## src/rtl/char_board_mem.sv

```systemverilog
// Board field store (256 x {revealed, index}) with a scaled 10x10 digit font.
// Returns one glyph line per field one clock after char_x/char_y/char_line are presented.
module char_board_mem #(
    parameter int GLYPH_W = 50,
    parameter int SCALE   = 5
) (
    input  logic               clk,
    input  logic               rst,
    input  logic [3:0]         char_x,
    input  logic [3:0]         char_y,
    input  logic [5:0]         char_line,
    output logic [GLYPH_W-1:0] char_pixels,
    input  logic               wr_valid,
    output logic               wr_ready,
    input  logic [3:0]         wr_x,
    input  logic [3:0]         wr_y,
    input  logic [3:0]         wr_index,
    input  logic               wr_reveal,
    input  logic               clear_start,
    output logic               busy
);

    // state    | meaning
    // ST_CLEAR | sweeping one entry per cycle to zero, writes refused
    // ST_IDLE  | accepting writes and clear_start
    typedef enum logic {ST_CLEAR, ST_IDLE} state_t;

    // Digits 1..8, rows 0..9 top to bottom, bit 9 is the leftmost column.
    localparam logic [0:7][0:9][9:0] FONT = {
        {10'h030, 10'h070, 10'h0F0, 10'h030, 10'h030, 10'h030, 10'h030, 10'h030, 10'h030, 10'h0FC},
        {10'h1FE, 10'h303, 10'h003, 10'h006, 10'h00C, 10'h018, 10'h060, 10'h180, 10'h300, 10'h3FF},
        {10'h3FE, 10'h003, 10'h003, 10'h003, 10'h0FE, 10'h003, 10'h003, 10'h003, 10'h003, 10'h3FE},
        {10'h306, 10'h306, 10'h306, 10'h306, 10'h3FF, 10'h006, 10'h006, 10'h006, 10'h006, 10'h006},
        {10'h3FF, 10'h300, 10'h300, 10'h300, 10'h3FE, 10'h003, 10'h003, 10'h003, 10'h303, 10'h1FE},
        {10'h1FE, 10'h300, 10'h300, 10'h300, 10'h3FE, 10'h303, 10'h303, 10'h303, 10'h303, 10'h1FE},
        {10'h3FF, 10'h003, 10'h006, 10'h00C, 10'h018, 10'h030, 10'h030, 10'h030, 10'h030, 10'h030},
        {10'h1FE, 10'h303, 10'h303, 10'h303, 10'h1FE, 10'h303, 10'h303, 10'h303, 10'h303, 10'h1FE}
    };

    state_t             state_q, state_d;
    logic [7:0]         cnt_q, cnt_d;
    logic [4:0]         mem [256];
    logic               mem_we;
    logic [7:0]         mem_waddr;
    logic [4:0]         mem_wdata;
    logic [4:0]         rd_entry;
    logic [3:0]         rd_row;
    logic [9:0]         row_bits;
    logic [GLYPH_W-1:0] pix_d;

    always_comb begin
        state_d   = state_q;
        cnt_d     = cnt_q;
        mem_we    = 1'b0;
        mem_waddr = {wr_y, wr_x};
        mem_wdata = {wr_reveal, wr_index};
        case (state_q)
            ST_CLEAR: begin
                mem_we    = 1'b1;
                mem_waddr = cnt_q;
                mem_wdata = 5'd0;
                cnt_d     = cnt_q + 8'd1;
                if (cnt_q == 8'd255) state_d = ST_IDLE;
            end
            default: begin
                mem_we = wr_valid;
                if (clear_start) begin
                    state_d = ST_CLEAR;
                    cnt_d   = 8'd0;
                end
            end
        endcase
    end

    assign wr_ready = (state_q == ST_IDLE);
    assign busy     = (state_q == ST_CLEAR);

    // Asynchronous array read; registering the pixels gives the one-cycle latency
    // and makes a same-address write visible only on the following read.
    assign rd_entry = mem[{char_y, char_x}];

    always_comb begin
        pix_d    = '0;
        rd_row   = '0;
        row_bits = '0;
        if (rd_entry[4] && rd_entry[3:0] != 4'd0 && rd_entry[3:0] < 4'd9 &&
            int'(char_line) < 10 * SCALE) begin
            rd_row   = 4'(int'(char_line) / SCALE);
            row_bits = FONT[3'(rd_entry[3:0] - 4'd1)][rd_row];
            for (int i = 0; i < GLYPH_W; i++) begin
                pix_d[i] = row_bits[i / SCALE];
            end
        end
    end

    always_ff @(posedge clk) begin
        if (rst) begin
            state_q     <= ST_CLEAR;
            cnt_q       <= 8'd0;
            char_pixels <= '0;
        end else begin
            state_q     <= state_d;
            cnt_q       <= cnt_d;
            char_pixels <= pix_d;
        end
    end

    // The array has no reset; the sweep that follows reset zeroes it.
    always_ff @(posedge clk) begin
        if (mem_we && !rst) mem[mem_waddr] <= mem_wdata;
    end

endmodule

```

## config.mk

```make
export PLATFORM = sky130hd
export DESIGN_NAME = char_board_mem
export DESIGN_NICKNAME = d
export VERILOG_FILES = /design/src/rtl/char_board_mem.sv
export SDC_FILE = /design/constraint.sdc
export NUM_CORES = 1
export LEC_CHECK = 0
export CORE_MARGIN = 1.5
export CORE_UTILIZATION = 60
export DETAILED_ROUTE_END_ITERATION = 7
export DONT_BUFFER_PORTS = 1
export PLACE_DENSITY = 0.73
export SLEW_MARGIN = 20
export SYNTH_ARGS = -nofsm -noshare
export SYNTH_HDL_FRONTEND = slang
export SYNTH_SLANG_ARGS = --single-unit
```

## constraint.sdc

```tcl
create_clock -name clk -period 17.4 [get_ports clk]
set_clock_uncertainty 0.2 [all_clocks]
set_input_delay 0.87 -clock clk [delete_from_list [all_inputs] [get_ports clk]]
set_output_delay 0.87 -clock clk [all_outputs]
set_load 0.02 [all_outputs]
```

==> qor.csv, run 1 <==
metric;value;unit
run_status;finished, final reports clean;
period_share;33.0;%
vias;28200;
synthFlopType;edfxtp_1;
clk_latency;750;ps
synth-edff-count;1280;
yosys_warnings;0;
ant_nets;0;
avgSynthCellArea;18.8;um^2
worstPathCellList;mux4_2, mux2_2, a2111o_1, o211ai_2, o21ai_2, a211oi_2, ha_1, ha_1, nand2_1, o21ai_0, o21ai_0, a21oi_1, a211o_1, a21oi_1;
required;17870;ps
peakVddDrop;0.0995;mV
fp-row-count;108;
cts-root-buf;clkbuf_16;
pre_cts_slack;11570;ps
drt_iter0_markers;4418;
cpLargestDelayFamily;compound AO/OA/AOI/OAI gates;
clock_path_buffers;3;
worst_pin_slew;1250;ps
die_h;300;um
drive_gt1_share;19.6;%
drc_errors;0;
ys_ff_latch;1299;
clock-sinks;1299;
cp_max_fo;306;
syn_nets;2863;
worstHoldPathType;in2reg;
path_buf_inv;0;
finalMaxSlewViolations;0;
cts-htree-levels;4;
critPathSlowestCell;mux4_2;
setup_viol_count_final;0;
drv_cap;0;
gp_congestion;0.879;
crit_type;in2reg;
grt_overflow;0;
dieArea;89900;um^2
cts.clk_slew.worst_paths;60;ps
grt_setup_unrepaired;no;
cts_tree;built;
hold_viol;0;
syn-cell-area;52900;um^2
dp_cells;3802;
hpwl;78.8;mm
final.setup.tns;0;ps
die_w;300;um
maxSlewHeadroom;15.9;%
nNetsFinal;2824;
wl;131;mm
global_route.usage.total;29.8;%
antenna_found_initial;4;
worstSetupEndpointType;register;
core;87000;um^2
leakage;0.0189;uW
ys_async_sr_fraction;0;%
cp-start-kind;primary input;
hold_ws;130;ps
area_delta_synth_final;8.83;%
grt_max_degree;311;
ioPinCount;83;
initial_core_util;60.8;%
dr.pass1.iters;6;
period_minus_slack;5740;ps
grt_pass1_wl;192;mm
max_stage_delay;840;ps
setup_ws;11660;ps
postSynthCellCount;2820;
synth.distinct_cells;78;
viasPerCell;7.00;
grt_pass1_vias;27700;
post-cts-setup-buffers;0;
ys_seq_area_share;73.4;%
finalNonFillerCells;4030;
cts_buffers;131;
fmax;0.174;GHz
arrival;6210;ps
port_buffers;0;
power_per_cell_area;111;nW/um^2
drt-wirelength-per-cell;32.6;um
final cells by class:
class	count	area (um^2)
flip-flops and latches	1299	38800
fillers	5529	29500
multi-input cells	1296	12800
clock buffers	157	3480
well taps	1155	1450
clock inverters	69	631
repair buffers	36	277
inverters	17	63.8
diodes	1	2.50
sequential cells by signal (all words and copies together) (netlist names):
signal and cells:
mem 1280, char_pixels 10, wr_ready 1, cnt_q 8
per-layer routing:
metal  track usage [%]  vias up  wire, um
met5                 0        -         0
met4              11.5        0      5330
met3              7.28      328     16100
met2              44.5     1931     60700
met1              43.3    14600     49300
li1                  -    11400         -
stage by stage:
stage | total power [uW] | utilization (%) | instance area (um^2)
floorplan | 3690 | - | 52900
global placement | 3720 | 61.4 | 53400
detailed placement | 3720 | 61.4 | 53400
CTS | 6400 | 66.1 | 57500
global route | 6530 | 66.1 | 57600
finish | 6390 | 66.1 | 57600
final timing paths:
check                                           start                    endpoint  slack, ps  cells past startpoint
worst max-delay path                        char_x[0]  char_pixels[34]$_SDFF_PP0_      11660                     14
worst min-delay path                     char_line[5]   char_pixels[9]$_SDFF_PP0_        130                      2
worst max register to register  mem[211][1]$_DFFE_PP_  char_pixels[34]$_SDFF_PP0_      12190                     14
worst min register to register  cnt_q[5]$_SDFFE_PP0P_       cnt_q[5]$_SDFFE_PP0P_        340                      2
logic make-up (layout without fill, tap and decap cells):
| family | after synthesis | count (layout) | share of synthesized area, % |
|---|---|---|---|
| AO/OA/AOI/OAI | 306 | 306 | 4.15 |
| XOR/XNOR | 5 | 5 | 0.0828 |
| adder cells (fa/ha/maj) | 14 | 14 | 0.322 |
| buffers and inverters | 225 | 279 | 2.39 |
| flip-flops | 1299 | 1299 | 73.4 |
| multiplexers | 398 | 398 | 14.9 |
| other | 0 | 1 | 0 |
| AND/OR/NAND/NOR | 573 | 573 | 4.74 |
cells in the mapped netlist (7+ instances only):
library cell	number	share of area, %
or3_1	7	0.083
nand3b_1	7	0.099
a21oi_1	54	0.51
a221oi_1	17	0.28
edfxtp_1	1280	73
nand4_1	13	0.15
nor2b_1	20	0.24
o21ai_0	33	0.31
mux4_1	12	0.60
a211o_1	7	0.12
o211ai_1	20	0.28
a31oi_1	14	0.17
and2_1	12	0.14
nand3_1	34	0.32
buf_2	41	0.39
nor3_1	10	0.095
buf_6	11	0.23
clkbuf_1	75	0.53
a22oi_1	45	0.64
buf_4	68	0.97
nand2b_1	21	0.25
inv_1	13	0.092
ha_1	12	0.28
mux2i_1	71	1.3
mux2_2	21	0.45
nand2_1	106	0.75
o31ai_1	8	0.11
mux4_2	294	13
o22ai_1	18	0.21
buf_1	11	0.078
o221ai_1	11	0.18
dfxtp_1	19	0.72
a22o_1	22	0.36
nor2_1	316	2.2
layout by cell type (no fill, tap or decap), types with 33 or more instances in the layout:
master	count
nor2_1	315
clkbuf_16	135
a21oi_1	54
buf_4	34
a22oi_1	45
nand3_1	34
edfxtp_1	1280
mux4_2	294
mux2i_1	71
o21ai_0	33
nand2_1	100
timing repair:
| action | 4_1_cts | 5_1_grt |
|---|---|---|
| resized for setup | 0 | 0 |
| hold buffers | 1 | 0 |
| hold endpoints to repair | 9 | 0 |
power breakdown:
| part | internal, uW | switching [uW] |
|---|---|---|
| registers | 3390 | 10.3 |
| logic | 118 | 145 |
| clock network | 1550 | 1180 |
| total | 5050 | 1330 |
(Power assumes the default switching activity.)
==> inputs of run 2 (changes only) <==
--- a/config.mk
+++ b/config.mk
@@ -6,10 +6,10 @@
 export NUM_CORES = 1
 export LEC_CHECK = 0
 export CORE_MARGIN = 1.5
-export CORE_UTILIZATION = 60
+export CORE_UTILIZATION = 57
 export DETAILED_ROUTE_END_ITERATION = 7
 export DONT_BUFFER_PORTS = 1
-export PLACE_DENSITY = 0.73
+export PLACE_DENSITY = 0.72
 export SLEW_MARGIN = 20
 export SYNTH_ARGS = -nofsm -noshare
 export SYNTH_HDL_FRONTEND = slang
==> constraint.sdc (replaced) <==
create_clock -name clk -period 4.77 [get_ports clk]
set_clock_uncertainty 0.2 [all_clocks]
set_input_delay 0.2385 -clock clk [delete_from_list [all_inputs] [get_ports clk]]
set_output_delay 0.2385 -clock clk [all_outputs]
set_load 0.02 [all_outputs]
==> run 2 against run 1 <==
Critical endpoint is now char_pixels[9]$_SDFF_PP0_. Non-clock buffer count grew 58. Sequential power grew to 3.6 times the previous value. Clock power grew to 3.6 times the previous value. Combinational power grew to 3.9 times the previous value. Register-to-register slack lost 12000 ps. Wire length shrank 1.1%. Flip-flop and latch count is the same. Power grew to 3.6 times the previous value. Final area grew 1.0%. Cell count grew 3.7%. Sequential share of layout area shrank 0.68 points. Die area grew 5.2%.
==> qor.csv, run 2 (synthesis gave the netlist of run 1 again) <==
metric;value;unit
path_buf_inv;3;
largest_register;mem;
leakage;0.0174;uW
grt_max_degree;311;
grt_pass1_vias;27900;
hold_viol;0;
die_w;308;um
nNetsFinal;2884;
final.setup.tns;0;ps
fill_cells;6154;
power_per_cell_area;399;nW/um^2
dr.pass1.iters;6;
fmax;0.218;GHz
drv_cap;0;
hpwl;78.5;mm
grt_overflow;0;
clock_path_buffers;3;
worstPathCellList;nor2_4, dlygate4sd3_1, inv_1, ha_1, nand2b_2, o21ai_2, nand2_1, xnor2_1, ha_1, maj3_1, a21oi_1, o221a_2, and2_1, a311o_1, a21oi_4, o32ai_1, a2111o_1, dlygate4sd3_1, a21oi_1;
initial_core_util;57.6;%
drive_gt1_share;19.9;%
max_stage_delay;610;ps
cts_tree;built;
vias;27900;
arrival;5050;ps
worst_pin_slew;1090;ps
ant_nets;0;
area_delta_synth_final;9.94;%
die_h;308;um
worstHoldPathType;in2reg;
period_share;96.3;%
dp_cells;3934;
post-cts-setup-buffers;0;
global_route.usage.total;28.0;%
fp-row-count;111;
finalPower;23200;uW
clock-sinks;1299;
finalMaxSlewViolations;0;
cp_max_fo;19;
drt_iter0_markers;3927;
drt-wirelength-per-cell;31.1;um
ioPinCount;83;
cts-root-buf;clkbuf_16;
final_core_util;63.3;%
top_regs;mem x1280, char_pixels x10, cnt_q x8;
hp-start;char_line[3];
final_common_cell;edfxtp_1;
largest_reg_flops;1280;
crit_type;in2reg;
antennaDiodeCount;0;
seq_area;38800;um^2
finalNonFillerCells;4179;
maxSlewHeadroom;27.4;%
run_status;finished, final reports clean;
required;5220;ps
cts-htree-levels;4;
multi_input_comb_area;12800;um^2
grt_pass1_wl;189;mm
critPathSlowestCell;dlygate4sd3_1;
layout_common_cells;edfxtp_1 (1,280), nor2_1 (314), mux4_2 (294), clkbuf_16 (138), nand2_1 (106);
wl;130;mm
core;91800;um^2
startpoint;char_line[4];
cp-start-kind;primary input;
antenna_found_initial;0;
clk_latency;760;ps
drc_errors;0;
setup_viol_count_final;0;
cpLargestDelayFamily;compound AO/OA/AOI/OAI gates;
gp_congestion;0.915;
period_minus_slack;4590;ps
worstSetupEndpointType;register;
dieArea;94600;um^2
port_buffers;0;
cts.clk_slew.worst_paths;60;ps
grt_setup_unrepaired;no;
cts_buffers;133;
viasPerCell;6.69;
regToRegStartpoint;mem[42][1]$_DFFE_PP_;
peakVddDrop;0.327;mV
run 2: changes by cell type in the layout (fill, tap and decap cells not counted), moves of 3 or more:
cell           before  now
buf_12              0    8
buf_4              34   71
bufinv_16           8    4
clkbuf_1           20   38
clkbuf_16         135  138
clkinv_1           27   34
clkinv_2           17   10
clkinv_8            6    3
dlygate4sd3_1       1   15
inv_16              0    3
inv_6               8    1
nand2_1           100  106
nand2_2             8    2
run 2: layout make-up:
class	instances	area share [%]
timing repair buffer	94	1.45
clock inverter	54	0.717
tap	1243	2.68
clock buffer	176	6.19
inverter	17	0.110
sequential	1299	66.8
multi-input combinational	1296	22.1
run 2: tightest hold or removal path: stages:
cell and delay [ps]:
nor2_4 30, o21ai_2 150, nand2_1 80, buf_4 180
o21ai_0 90, and3b_1 150
run 2: routing by layer:
layer / GRT usage, % / vias up / routed length (um)
li1: - / 11500 / -
met5: 0 / - / 0
met1: 39.8 / 14300 / 49100
met4: 10.9 / 0 / 4980
met2: 43.0 / 1790 / 61100
met3: 5.99 / 304 / 14900
run 2: path summary, 6_finish.rpt:
path              depth (start not counted)                    endpoint  slack, ps
setup / recovery                         19   char_pixels[9]$_SDFF_PP0_        180
hold / removal                            6  char_pixels[19]$_SDFF_PP0_         30
setup reg to reg                         13   char_pixels[9]$_SDFF_PP0_        190
hold reg to reg                           2       cnt_q[5]$_SDFFE_PP0P_        330
run 2: report_power, final:
part	leakage [uW]	internal, uW	switching [uW]
Clock	0.00195	5520	4230
Combinational	0.00426	477	555
Sequential	0.0112	12400	47.7
Total	0.0174	18400	4830
run 2: repair_timing:
| item | in CTS | in global routing |
|---|---|---|
| gates resized for setup | 0 | 6 |
| setup endpoints to repair | 0 | 1 |
| hold buffers | 15 | 0 |
| endpoints found under the hold margin | 238 | 0 |
run 2: per-stage QoR:
step	area (um^2)	hold WS, ps	worst slack [ps]
2_1_floorplan	52900	242	246
3_3_place_gp	54000	111	340
3_5_place_dp	54000	115	218
4_1_cts	58100	4.10	76.9
5_1_grt	58100	51.7	7.12
6_report	58100	32.7	178
